$ cat src/rtl/imem_loader.sv
`timescale 1ns/1ps
// imem_loader: byte-stream program loader for the writable instruction memory.
// A stream carries one length byte (word count N), then 4*N little-endian data bytes.
// Each complete word is written to consecutive word addresses starting at 0.
// cpu_hold keeps the processor stalled while a load is in progress or after a failed load.
// Optional feature macro: IMEM_LOADER_CHECKSUM_EN adds a trailing XOR checksum byte.
module imem_loader #(
  parameter int DEPTH = 64,
  parameter int AW    = 6
) (
  input  logic          clk,
  input  logic          reset,
  input  logic          start,
  input  logic          in_valid,
  input  logic [7:0]    in_data,
  output logic          in_ready,
  output logic          mem_we,
  output logic [AW-1:0] mem_addr,
  output logic [31:0]   mem_wdata,
  output logic          cpu_hold,
  output logic          done,
  output logic          err
);

  typedef enum logic [2:0] {
    S_IDLE = 3'd0,
    S_LEN  = 3'd1,
    S_DATA = 3'd2,
    S_CHK  = 3'd3,
    S_DONE = 3'd4
  } state_t;

  state_t        state_q;
  logic          in_ready_q;
  logic          mem_we_q;
  logic [AW-1:0] mem_addr_q;
  logic [31:0]   mem_wdata_q;
  logic          done_q;
  logic          err_q;

  // Byte lane holds the three lower bytes of the word being assembled;
  // the fourth byte goes straight into the write data.
  logic [1:0]    lane_idx_q;
  logic [23:0]   lane_q;
  logic [AW-1:0] word_idx_q;
  logic [AW-1:0] last_idx_q;
`ifdef IMEM_LOADER_CHECKSUM_EN
  logic [7:0]    chk_q;
`endif

  // Combinational helpers derived from registered state and the current byte.
  logic          accept_d;
  logic          len_bad_d;
  logic          last_word_d;
  logic [31:0]   word_d;
  logic [AW-1:0] last_idx_d;

  assign accept_d    = in_valid && in_ready_q;
  assign len_bad_d   = (in_data == 8'd0) || ({1'b0, in_data} > 9'(DEPTH));
  assign last_word_d = (word_idx_q == last_idx_q);
  assign word_d      = {in_data, lane_q};
  assign last_idx_d  = AW'(in_data - 8'd1);

  // Loader FSM: stream parsing, word assembly, memory write strobe and status flags.
  always_ff @(posedge clk) begin
    if (reset) begin
      state_q     <= S_IDLE;
      in_ready_q  <= 1'b0;
      mem_we_q    <= 1'b0;
      mem_addr_q  <= '0;
      mem_wdata_q <= '0;
      done_q      <= 1'b0;
      err_q       <= 1'b0;
      lane_idx_q  <= '0;
      lane_q      <= '0;
      word_idx_q  <= '0;
      last_idx_q  <= '0;
`ifdef IMEM_LOADER_CHECKSUM_EN
      chk_q       <= '0;
`endif
    end else begin
      // Strobes default low; they are raised for a single cycle below.
      mem_we_q <= 1'b0;
      done_q   <= 1'b0;

      case (state_q)
        S_IDLE: begin
          in_ready_q <= 1'b0;
          if (start) begin
            state_q    <= S_LEN;
            in_ready_q <= 1'b1;
            err_q      <= 1'b0;
            lane_idx_q <= '0;
            lane_q     <= '0;
            word_idx_q <= '0;
`ifdef IMEM_LOADER_CHECKSUM_EN
            chk_q      <= '0;
`endif
          end
        end

        S_LEN: begin
          if (accept_d) begin
`ifdef IMEM_LOADER_CHECKSUM_EN
            chk_q <= in_data;
`endif
            if (len_bad_d) begin
              // Illegal word count: abort without touching memory.
              err_q      <= 1'b1;
              done_q     <= 1'b1;
              in_ready_q <= 1'b0;
              state_q    <= S_DONE;
            end else begin
              last_idx_q <= last_idx_d;
              state_q    <= S_DATA;
            end
          end
        end

        S_DATA: begin
          if (accept_d) begin
`ifdef IMEM_LOADER_CHECKSUM_EN
            chk_q <= chk_q ^ in_data;
`endif
            lane_idx_q <= lane_idx_q + 2'd1;
            case (lane_idx_q)
              2'd0:    lane_q[7:0]   <= in_data;
              2'd1:    lane_q[15:8]  <= in_data;
              2'd2:    lane_q[23:16] <= in_data;
              default: lane_q        <= lane_q;
            endcase
            if (lane_idx_q == 2'd3) begin
              // Fourth byte completes the word; write it next cycle while
              // the stream keeps flowing.
              mem_we_q    <= 1'b1;
              mem_addr_q  <= word_idx_q;
              mem_wdata_q <= word_d;
              word_idx_q  <= word_idx_q + AW'(1);
              if (last_word_d) begin
`ifdef IMEM_LOADER_CHECKSUM_EN
                state_q <= S_CHK;
`else
                in_ready_q <= 1'b0;
                done_q     <= 1'b1;
                state_q    <= S_DONE;
`endif
              end
            end
          end
        end

`ifdef IMEM_LOADER_CHECKSUM_EN
        S_CHK: begin
          if (accept_d) begin
            // Words are already in memory; a bad checksum only keeps the CPU held.
            if (in_data != chk_q) begin
              err_q <= 1'b1;
            end
            in_ready_q <= 1'b0;
            done_q     <= 1'b1;
            state_q    <= S_DONE;
          end
        end
`endif

        S_DONE: begin
          in_ready_q <= 1'b0;
          state_q    <= S_IDLE;
        end

        default: begin
          in_ready_q <= 1'b0;
          state_q    <= S_IDLE;
        end
      endcase
    end
  end

  assign in_ready  = in_ready_q;
  assign mem_we    = mem_we_q;
  assign mem_addr  = mem_addr_q;
  assign mem_wdata = mem_wdata_q;
  assign done      = done_q;
  assign err       = err_q;
  assign cpu_hold  = (state_q != S_IDLE) || err_q;

endmodule

$ cat config.mk
export PLATFORM = sky130hd
export DESIGN_NAME = imem_loader
export DESIGN_NICKNAME = d
export VERILOG_FILES = /design/src/rtl/imem_loader.sv
export SDC_FILE = /design/constraint.sdc
export NUM_CORES = 1
export LEC_CHECK = 0
export BUFFER_PORTS_ARGS = -buffer_cell sky130_fd_sc_hd__clkbuf_2
export CORE_MARGIN = 10
export CORE_UTILIZATION = 55
export DETAILED_ROUTE_END_ITERATION = 6
export GPL_TIMING_DRIVEN = 0
export PLACE_DENSITY = 0.89
export SYNTH_ARGS = -nofsm -noshare
export SYNTH_HDL_FRONTEND = slang
export SYNTH_SLANG_ARGS = --single-unit
$ cat constraint.sdc
create_clock -name clk -period 2.5 [get_ports clk]
set_input_delay 0.25 -clock clk [delete_from_list [all_inputs] [get_ports clk]]
set_output_delay 0.25 -clock clk [all_outputs]
set_load 0.03 [all_outputs]
After elaboration in Yosys (flattened, before gate mapping)
Index checks and enable logic that the tools add are counted.
{"block": "totals", "regBits": 83, "output_inout_bits": 43, "in_bits": 12, "elab_cells": 93}
{"block": "classes", "n_eq_ne": 15, "n_lt_le_gt_ge": 1, "bitwise": 3, "muxes": 38, "n_reduce_logical": 20, "n_addsub": 3}
{"cell": "2-to-1 mux 24 bit", "count": 2}
{"cell": "case mux 24 bit (2 select lines)", "count": 1}
{"cell": "2-to-1 mux 8 bit", "count": 3}
{"cell": "AND reduction 4 bit", "count": 5}
{"cell": "2-to-1 mux 3 bit", "count": 6}
{"cell": "2-to-1 mux 6 bit", "count": 3}
{"cell": "2-to-1 mux 1 bit", "count": 15}
{"cell": "inequality test 2 bit, second input constant", "count": 6}
{"cell": "case mux 6 bit (2 select lines)", "count": 1}
{"cell": "AND reduction 5 bit", "count": 2}
{"cell": "case mux 3 bit (3 select lines)", "count": 1}
{"cell": "AND reduction 3 bit", "count": 3}
{"cell": "greater-than comparator 8 x 7 -> 1 bit, second input constant", "count": 1}
{"cell": "zero test 8 bit", "count": 1}
{"cell": "adder 6 x 1 -> 6 bit, second input constant", "count": 1}
{"cell": "equality test 6 bit", "count": 1}
{"cell": "inequality test 2 x 1 -> 1 bit, second input constant", "count": 3}
{"cell": "subtractor 6 x 1 -> 6 bit, second input constant", "count": 1}
{"cell": "equality test 2 bit, second input constant", "count": 2}
{"cell": "2-to-1 mux 2 bit", "count": 2}
{"cell": "case mux 1 bit (2 select lines)", "count": 2}
{"cell": "case mux 2 bit (2 select lines)", "count": 1}
{"cell": "nonzero test 2 bit", "count": 2}
{"cell": "equality test 3 x 1 -> 1 bit, second input constant", "count": 1}
{"cell": "11 further kinds", "count": 14}

Logic depth before layout (Yosys ltp)
Gate-level depths: netlist (run 1).
{"block": "depth", "depth_word": 5, "depth_mapped": 7, "depth_no_buf": 6}

Worst setup path before layout (run 1)
OpenSTA, ideal clock, no wires.
{"block": "synth_path", "path_kind": "input to register", "from": "input in_data[0]", "to": "register last_idx_q[2]", "arrival_time_ns": 1.777, "stages": 7, "t_required_ns": 2.412, "setup_ns": 0.088, "n_path_buf": 1, "slack_ns": 0.635, "cell_sequence": "inv_1 ha_1 or4b_4 o311a_4 and2_1 buf_6 a311oi_2"}
{"block": "synth_between", "elab_chain_cells": 4, "word_cells_on_any_way": 6, "classes_between": "add/sub: 1; order compare: 1; bitwise: 1; reduce/logical: 3"}
{"item": "start, declared", "line": "15", "text": "input logic [7:0] in_data,"}
{"item": "greater-than comparator 8 x 7 -> 1 bit or zero test 8 bit (tied branches)", "line": "59", "text": "assign len_bad_d = (in_data == 8'd0) || ({1'b0, in_data} > 9'(DEPTH));"}
{"item": "logical OR 1 bit", "line": "59"}
{"item": "inverter 1 bit (no line)"}
{"item": "AND reduction 3 bit (no line)"}
{"item": "end signal, assigned", "line": "114", "text": "last_idx_q <= last_idx_d;"}
{"item": "end, declared", "line": "46", "text": "logic [AW-1:0] last_idx_q;"}
Parallel ways exist; a longest one is shown, timed or not.
A chain may end at the register's enable or synchronous reset.

Worst setup path in the final report (run 1)
{"block": "layout_path", "from": "register state_q[0]", "to": "register mem_wdata_q[18], in the netlist mem_wdata[18]"}
{"block": "layout_between", "elab_chain_cells": 2}
{"item": "start, declared", "line": "33", "text": "state_t state_q;"}
{"item": "start signal, assigned", "line": "67", "text": "state_q <= S_IDLE;"}
{"item": "start signal, assigned", "line": "90", "text": "state_q <= S_LEN;"}
{"item": "start signal, assigned", "line": "112", "text": "state_q <= S_DONE;"}
{"item": "equality test 3 x 2 -> 1 bit", "line": "86", "text": "case (state_q)"}
{"item": "AND reduction 3 bit (no line)"}
{"item": "end signal, assigned", "line": "137", "text": "mem_wdata_q <= word_d;"}
{"item": "end, declared", "line": "37", "text": "logic [31:0] mem_wdata_q;"}
No other way between the ends.

==> results.json, run 1 <==
{
  "cap_violations": 0,
  "area_growth_pct": 16.86,
  "setup_viol": 0,
  "synthDistinctLibCells": 48,
  "wl_um": 8904,
  "yosysSeqAreaShare_pct": 46.94,
  "cts.sinks": 83,
  "synth.top_cell.area_share_pct": 46.94,
  "combPwrFrac_pct": 8.3,
  "clkPwrFrac_pct": 42.4,
  "crit_top_cell": "clkbuf_1",
  "hold_buffers": 0,
  "yosysTopAreaCell": "dfxtp_1",
  "synth_area_um2": 3540,
  "vias": 3094,
  "first_global_vias": 2990,
  "die_w_um": 100.2,
  "max_freq_mhz": 446.9,
  "cp_slowest_stage_delay_ns": 0.46,
  "hold_path_class": "primary input to flop",
  "synth-edff-count": 0,
  "rows": 29,
  "hold_violations": 0,
  "drive_above_1_share_pct": 21.68,
  "period_share_pct": 89.51,
  "clock_path_buffers": 2,
  "worstSetupStartpointType": "flop",
  "clock-root-buffer": "clkbuf_8",
  "switchingPower_uw": 634.1,
  "slew_viol_final": 0,
  "start_util_pct": 56.06,
  "cts_resized": 0,
  "synth_area_per_cell_um2": 8.388,
  "rsz0062_at_grt": "false",
  "ys_warn_count": 0,
  "cp-end-kind": "flop",
  "wl_per_cell_um": 15.73,
  "p_sw_share_pct": 23.32,
  "yosys-top-cells-area": "dfxtp_1, nand2_1, mux2_2",
  "worst_pin_slew_ns": 0.6264,
  "synth-seq-cells": 83,
  "drc": 0,
  "grtUsageTotal_pct": 17.52,
  "postSynth.topFlopCell": "dfxtp_1",
  "status": "finished, final reports clean",
  "async_flop_share_pct": 0,
  "cp.arrival_ns": 2.52,
  "dp_slack_ns": 0.3055,
  "critPathMaxFanout": 10,
  "overflow": 0,
  "grt_antenna_before_repair": 0,
  "grt_pass1_wl_um": 14350,
  "nets": 503,
  "cts_tree": "yes",
  "clkSlewWorstSetupHoldPaths_ns": 0.08,
  "ff2ff_path_depth": 7,
  "slew-limit-headroom_pct": 58.24,
  "power.density_nw_per_um2": 657.5,
  "worstSkewPairLatency_ns": 0.35,
  "layout_common_cells": "nand2_1, dfxtp_1, clkbuf_2, a21oi_1, nor2_1",
  "io_buffers": 52,
  "dr.pass1.iters": 6,
  "coreArea_um2": 6314,
  "top_level_ports": 55,
  "hpwl_um": 6393,
  "ant_nets": 0,
  "setup-tns-final_ns": 0,
  "mostFrequentLayoutCell": "nand2_1",
  "skew_ns": 0.006616,
  "grt_max_degree": 14,
  "setup_ws_ns": 0.2622,
  "path_class": "flop to flop",
  "p_leak_uw": 0.001596,
  "place.gp.congestion": 0.8626,
  "cts_max_level": 3,
  "p_seq_share_pct": 49.3,
  "cp_slowest_cell": "clkbuf_1",
  "internal_power_uw": 2085,
  "fin_crit_ns": 2.238,
  "die_h_um": 100.2,
  "cp_cell_sequence": "clkbuf_1 > nor3b_2 > nand3_1 > clkbuf_1 > buf_1 > nand2_1 > a21oi_1",
  "dieArea_um2": 10040,
  "diodes": 0,
  "netlist_instances": 422,
  "cts_made_buffers": 9,
  "viasPerCell": 5.466,
  "peakVddDrop_mv": 0.3387,
  "required_ns": 2.78,
  "hold_path_depth": 3,
  "drt_iter0_drc": 293,
  "post_cts_buffers": 0,
  "syn-num-nets": 440
}
## state kept, by name (all words and copies together) (netlist names)
| name | flops |
|---|---|
| mem_wdata | 32 |
| lane_q | 24 |
| last_idx_q | 6 |
| mem_addr | 6 |
| word_idx_q | 6 |
| state_q | 3 |
| lane_idx_q | 2 |
| done | 1 |
| err | 1 |
| in_ready | 1 |
| mem_we | 1 |
## final timing paths
kind	end	slack, ns	start
worst max-delay path	mem_wdata[18]$_SDFFE_PP0P_	0.26	state_q[0]$_SDFFE_PP0P_
worst min-delay path	mem_wdata[25]$_SDFFE_PP0P_	0.17	in_data[1]
worst max register to register	mem_wdata[18]$_SDFFE_PP0P_	0.26	state_q[0]$_SDFFE_PP0P_
worst min register to register	mem_wdata[16]$_SDFFE_PP0P_	0.45	lane_q[16]$_SDFFE_PP0P_
## through the flow
stage / cells / hold WS (ns) / util (%) / power (uW) / instance area [um^2]
5_1_grt: 566 / 0.1698 / 65.52 / 2804 / 4136
2_1_floorplan: 422 / 0.3425 / - / 1522 / 3540
6_report: 566 / 0.1743 / 65.52 / 2720 / 4136
3_5_place_dp: 551 / 0.4472 / 61.71 / 1590 / 3896
4_1_cts: 566 / 0.1645 / 65.52 / 2726 / 4136
3_3_place_gp: 551 / 0.4417 / 61.71 / 1588 / 3896
## cells in the mapped netlist (all sizes together), types with 2 or more instances
cell,number
inv,7
nor3b,3
nand3,2
and3,6
nand2b,3
a311oi,2
nor2b,2
buf,8
xor2,9
nor3,3
or4b,2
dfxtp,83
or3,3
o211ai,2
and2,3
o21ai,7
a21oi,50
clkbuf,22
mux2,24
nor2,37
a211oi,4
xnor2,2
nand2,114
ha,6
## cell type report
| cell class | instances | area, um^2 |
|---|---|---|
| Fill cell | 537 | 2177 |
| Buffer | 30 | 126.4 |
| Tap cell | 77 | 96.34 |
| Clock inverter | 4 | 98.84 |
| Clock buffer | 11 | 141.4 |
| Timing Repair Buffer | 52 | 260.3 |
| Sequential cell | 83 | 1662 |
| Inverter | 7 | 26.28 |
| Multi-Input combinational cell | 302 | 1725 |
## cells by family (layout without fill, tap and decap cells)
| logic type | after synthesis | after routing | share of synthesized area, % |
|---|---|---|---|
| adders and majority gates | 6 | 6 | 2.121 |
| AOI/OAI and AO/OA | 75 | 75 | 13.29 |
| buffers and inverters | 37 | 104 | 4.313 |
| xor gates and xnor gates | 11 | 11 | 2.722 |
| muxes | 25 | 25 | 7.918 |
| and+or+nand+nor | 185 | 185 | 22.69 |
| DFF | 83 | 83 | 46.94 |
## power groups by stage
stage	clock network, uW	registers, uW	logic [uW]
floorplan	0	1380	146
global placement	0	1370	216
detailed placement	0	1370	218
CTS	1160	1340	221
global route	1220	1340	245
finish	1150	1340	224
## critical path: cells and delay by family, from the launching register on
family	cells	cell delay [ns]
and+or+nand+nor	3	0.46
buffers and inverters	3	1.19
AOI/OAI and AO/OA	1	0.17
DFF	1	0.33
## routing by layer
metal | global-route usage (%) | vias up | part of all wire (%)
li1 | - | 1524 | -
met5 | 0 | - | 0
met3 | 4.327 | 19 | 6.6
met2 | 27.99 | 98 | 47
met4 | 7.826 | 0 | 2.2
met1 | 21.77 | 1453 | 44
(Power assumes the default switching activity.)
==> run 2, diff against run 1 <==
--- a/config.mk
+++ b/config.mk
@@ -8,6 +8,7 @@
 export BUFFER_PORTS_ARGS = -buffer_cell sky130_fd_sc_hd__clkbuf_2
 export CORE_MARGIN = 10
 export CORE_UTILIZATION = 55
+export CTS_BUF_LIST = sky130_fd_sc_hd__clkbuf_2 sky130_fd_sc_hd__clkbuf_4 sky130_fd_sc_hd__clkbuf_8
 export DETAILED_ROUTE_END_ITERATION = 6
 export GPL_TIMING_DRIVEN = 0
 export PLACE_DENSITY = 0.89
==> results.json, run 2 (synthesized netlist as in run 1, its figures left out) <==
{
  "status": "finished, final reports clean",
  "slew_viol_final": 0,
  "overflow": 0,
  "diodes": 0,
  "clock-root-buffer": "clkbuf_8",
  "ant_nets": 0,
  "top_level_ports": 55,
  "rsz0062_at_grt": "false",
  "area_growth_pct": 16.97,
  "cts_made_buffers": 9,
  "setup-tns-final_ns": 0,
  "setup_viol": 0,
  "critPathMaxFanout": 10,
  "grtUsageTotal_pct": 17.56,
  "place.gp.congestion": 0.8626,
  "layout_common_cells": "nand2_1, dfxtp_1, clkbuf_2, a21oi_1, nor2_1",
  "wl_met1_um": 3784,
  "die_h_um": 100.2,
  "first_global_vias": 3008,
  "drive_above_1_share_pct": 21.88,
  "placed_area_um2": 3896,
  "largest_reg_flops": 32,
  "cts_max_level": 3,
  "cp.arrival_ns": 2.52,
  "io_buffers": 52,
  "fin_crit_ns": 2.242,
  "drc": 0,
  "mostFrequentLayoutCell": "nand2_1",
  "cp-end-kind": "flop",
  "dieArea_um2": 10040,
  "grt_max_degree": 14,
  "wl_per_cell_um": 15.59,
  "required_ns": 2.78,
  "cts.sinks": 83,
  "p_leak_uw": 0.001600,
  "final_area_um2": 4140,
  "fillCellCount": 535,
  "path_class": "flop to flop",
  "nets": 503,
  "dr.pass1.iters": 4,
  "peakVddDrop_mv": 0.3401,
  "grt_antenna_before_repair": 0,
  "hold_path_class": "primary input to flop",
  "stdcell_count": 566,
  "slew-limit-headroom_pct": 58.40,
  "skew_ns": 0.007487,
  "grt_pass1_wl_um": 14400,
  "whs_ns": 0.1740,
  "cts_resized": 0,
  "post_cts_buffers": 0,
  "hpwl_um": 6393,
  "coreArea_um2": 6314,
  "rows": 29,
  "vias": 3103,
  "power.density_nw_per_um2": 660.0,
  "max_freq_mhz": 446.1,
  "period_share_pct": 89.66,
  "power_uw": 2733,
  "dr_wl_met2_um": 4142,
  "wl_met3_um": 692,
  "clock_path_buffers": 2,
  "cap_violations": 0,
  "start_util_pct": 56.06,
  "highest_layer": "met4",
  "viasPerCell": 5.482,
  "hold_violations": 0,
  "cts_tree": "yes",
  "worstSetupStartpointType": "flop",
  "clkSlewWorstSetupHoldPaths_ns": 0.08,
  "wl_um": 8823,
  "worstSkewPairLatency_ns": 0.35,
  "hold_buffers": 0,
  "dp_cells": 551,
  "worst_pin_slew_ns": 0.6241,
  "die_w_um": 100.2,
  "drt_iter0_drc": 323
}
-- run 2: path summary, 6_finish.rpt --
| kind | from | end | slack (ns) | cells after the start |
|---|---|---|---|---|
| worst max-delay path | state_q[0]$_SDFFE_PP0P_ | mem_wdata[18]$_SDFFE_PP0P_ | 0.26 | 7 |
| worst min-delay path | in_data[0] | last_idx_q[0]$_SDFFE_PP0P_ | 0.17 | 2 |
| worst max register to register | state_q[0]$_SDFFE_PP0P_ | mem_wdata[18]$_SDFFE_PP0P_ | 0.26 | 7 |
| worst min register to register | lane_q[16]$_SDFFE_PP0P_ | mem_wdata[16]$_SDFFE_PP0P_ | 0.45 | 2 |
-- run 2: area by class of cell --
| type | instances | area (um^2) | area share (%) |
|---|---|---|---|
| Multi-Input combinational cell | 302 | 1725 | 41.67 |
| Buffer | 30 | 126.4 | 3.052 |
| Tap cell | 77 | 96.34 | 2.327 |
| Clock inverter | 4 | 98.84 | 2.387 |
| Sequential cell | 83 | 1662 | 40.13 |
| Timing Repair Buffer | 52 | 260.3 | 6.286 |
| Clock buffer | 11 | 145.1 | 3.506 |
| Inverter | 7 | 26.28 | 0.6346 |
-- run 2: worst max-delay path: stages (launching register included) --
cell and delay (ns):
dfxtp_1 0.33, clkbuf_1 0.36, nor3b_2 0.19, nand3_1 0.17, clkbuf_1 0.46, buf_1 0.38, nand2_1 0.12, a21oi_1 0.17
-- run 2: metal layers --
layer  track usage [%]  vias to the layer above
met4             8.043                        0
met2             27.89                      108
met1             21.77                     1449
met5                 0                        -
met3             4.533                       21
li1                  -                     1525
-- run 2: stage by stage --
step                util (%)  setup WS [ns]
floorplan                  -         0.6349
global placement       61.71         0.3840
detailed placement     61.71         0.3055
CTS                    65.58         0.2608
global route           65.58        0.08901
finish                 65.58         0.2585
-- run 2: where the power goes --
group | total, uW | switching [uW] | internal, uW
Combinational | 223 | 157 | 66.3
Sequential | 1340 | 9.37 | 1330
Clock | 1170 | 470 | 699
==> run 3, diff against run 2 <==
--- a/config.mk
+++ b/config.mk
@@ -10,7 +10,7 @@
 export CORE_UTILIZATION = 55
 export CTS_BUF_LIST = sky130_fd_sc_hd__clkbuf_2 sky130_fd_sc_hd__clkbuf_4 sky130_fd_sc_hd__clkbuf_8
 export DETAILED_ROUTE_END_ITERATION = 6
-export GPL_TIMING_DRIVEN = 0
+export GPL_TIMING_DRIVEN = 1
 export PLACE_DENSITY = 0.89
 export SYNTH_ARGS = -nofsm -noshare
 export SYNTH_HDL_FRONTEND = slang
==> results.json, run 3 (synthesized netlist as in run 1, its figures left out) <==
{
  "largest_reg_flops": 32,
  "clkSlewWorstSetupHoldPaths_ns": 0.09,
  "setup_viol": 0,
  "drive_above_1_share_pct": 23.83,
  "cts_tree": "yes",
  "grtUsageTotal_pct": 16.41,
  "hold_path_depth": 3,
  "post_cts_buffers": 0,
  "die_h_um": 100.2,
  "period_share_pct": 78.99,
  "first_global_vias": 2846,
  "die_w_um": 100.2,
  "io_buffers": 54,
  "peakVddDrop_mv": 0.3659,
  "cts_max_level": 3,
  "p_leak_uw": 0.001541,
  "wl_um": 8383,
  "hold_buffers": 0,
  "top_level_ports": 55,
  "rows": 29,
  "cp-end-kind": "flop",
  "power.density_nw_per_um2": 603.0,
  "final_util_pct": 63.65,
  "grt_max_degree": 38,
  "start_util_pct": 56.06,
  "cp_cell_sequence": "nor3b_1 > o311a_4 > and2_1 > a311oi_2",
  "grt_pass1_wl_um": 13600,
  "max_freq_mhz": 506.4,
  "ant_nets": 0,
  "coreArea_um2": 6314,
  "place.gp.congestion": 0.8826,
  "drc": 0,
  "diodes": 0,
  "hold_path_end": "mem_wdata[25]$_SDFFE_PP0P_",
  "drt_iter0_drc": 280,
  "status": "finished, final reports clean",
  "mostFrequentLayoutCell": "nand2_1",
  "cp_slowest_cell": "dfxtp_1",
  "fillCellCount": 506,
  "cts_made_buffers": 9,
  "dp_slack_ns": 0.3716,
  "clock_path_buffers": 2,
  "hpwl_um": 6079,
  "worst_pin_slew_ns": 0.9390,
  "layout_common_cells": "nand2_1, dfxtp_1, clkbuf_2, a21oi_1, nor2_1",
  "setup-tns-final_ns": 0,
  "cp.arrival_ns": 2.21,
  "cts.sinks": 83,
  "multi_input_area_um2": 1725,
  "rsz0062_at_grt": "false",
  "cts_resized": 0,
  "fin_crit_ns": 1.975,
  "cap_violations": 0,
  "cp_slowest_stage_delay_ns": 0.54,
  "path_class": "flop to flop",
  "hold_start": "in_data[1]",
  "worstSetupStartpointType": "flop",
  "ff2ff_path_depth": 4,
  "overflow": 0,
  "hold_path_class": "primary input to flop",
  "skew_ns": 0.009576,
  "register_area_um2": 1662,
  "worstSkewPairLatency_ns": 0.36,
  "viasPerCell": 5.601,
  "slew-limit-headroom_pct": 37.40,
  "critPathMaxFanout": 11,
  "vias": 3064,
  "grt_antenna_before_repair": 0,
  "clock-root-buffer": "clkbuf_8",
  "hold_violations": 0,
  "r2r_slack_ns": 0.53,
  "dieArea_um2": 10040,
  "dr.pass1.iters": 5,
  "slew_viol_final": 0,
  "wl_per_cell_um": 15.33,
  "setup_ws_ns": 0.5253,
  "required_ns": 2.73,
  "area_growth_pct": 13.54,
  "worstReg2RegStart": "state_q[0]$_SDFFE_PP0P_",
  "nets": 483,
  "reg2reg_to": "last_idx_q[2]$_SDFFE_PP0P_"
}
[run 3: per-layer routing]
metal  wire (um)  up-vias  global-route usage [%]
met5           0        -                       0
met1        3792     1434                   20.44
met2        3942      119                   26.06
met3         497       20                   3.846
li1            -     1491                       -
met4         150        0                   7.935
[run 3: cell type report]
cell class              instances  area share, %
multi-input cells             302          42.93
repair buffers                 62          8.219
clock buffers                  10          3.269
well taps                      77          2.397
flip-flops and latches         83          41.34
clock inverters                 6          1.183
inverters                       7         0.6538
[run 3: per-stage QoR]
step           hold slack [ns]  power (uW)  instances  instance area [um^2]
2_1_floorplan           0.3425        1522        422                  3540
5_1_grt                 0.1796        2492        547                  4019
4_1_cts                 0.1606        2428        547                  4019
3_3_place_gp            0.4426        1572        531                  3840
6_report                0.1629        2423        547                  4019
3_5_place_dp            0.4460        1578        531                  3840
[run 3: critical path, delay by kind of cell, from the launching register on]
family	cells	cell delay, ns
AO/OA/AOI/OAI	2	0.48
flip-flops	1	0.54
AND/OR/NAND/NOR	2	0.84
[run 3: report_power, final]
part	switching (uW)	internal, uW	total (uW)
Clock	493	378	870
Combinational	140	62.0	202
Sequential	19.3	1330	1350
[run 3: worst max path at each step]
stage                            startpoint                          to  depth (start not counted)
global route        state_q[1]$_SDFFE_PP0P_  mem_wdata[10]$_SDFFE_PP0P_                          6
detailed placement               in_data[0]  last_idx_q[2]$_SDFFE_PP0P_                          7
floorplan                        in_data[0]  last_idx_q[2]$_SDFFE_PP0P_                          7
global placement                 in_data[0]  last_idx_q[4]$_SDFFE_PP0P_                          7
CTS                 state_q[0]$_SDFFE_PP0P_  last_idx_q[2]$_SDFFE_PP0P_                          4
finish              state_q[0]$_SDFFE_PP0P_  last_idx_q[2]$_SDFFE_PP0P_                          4
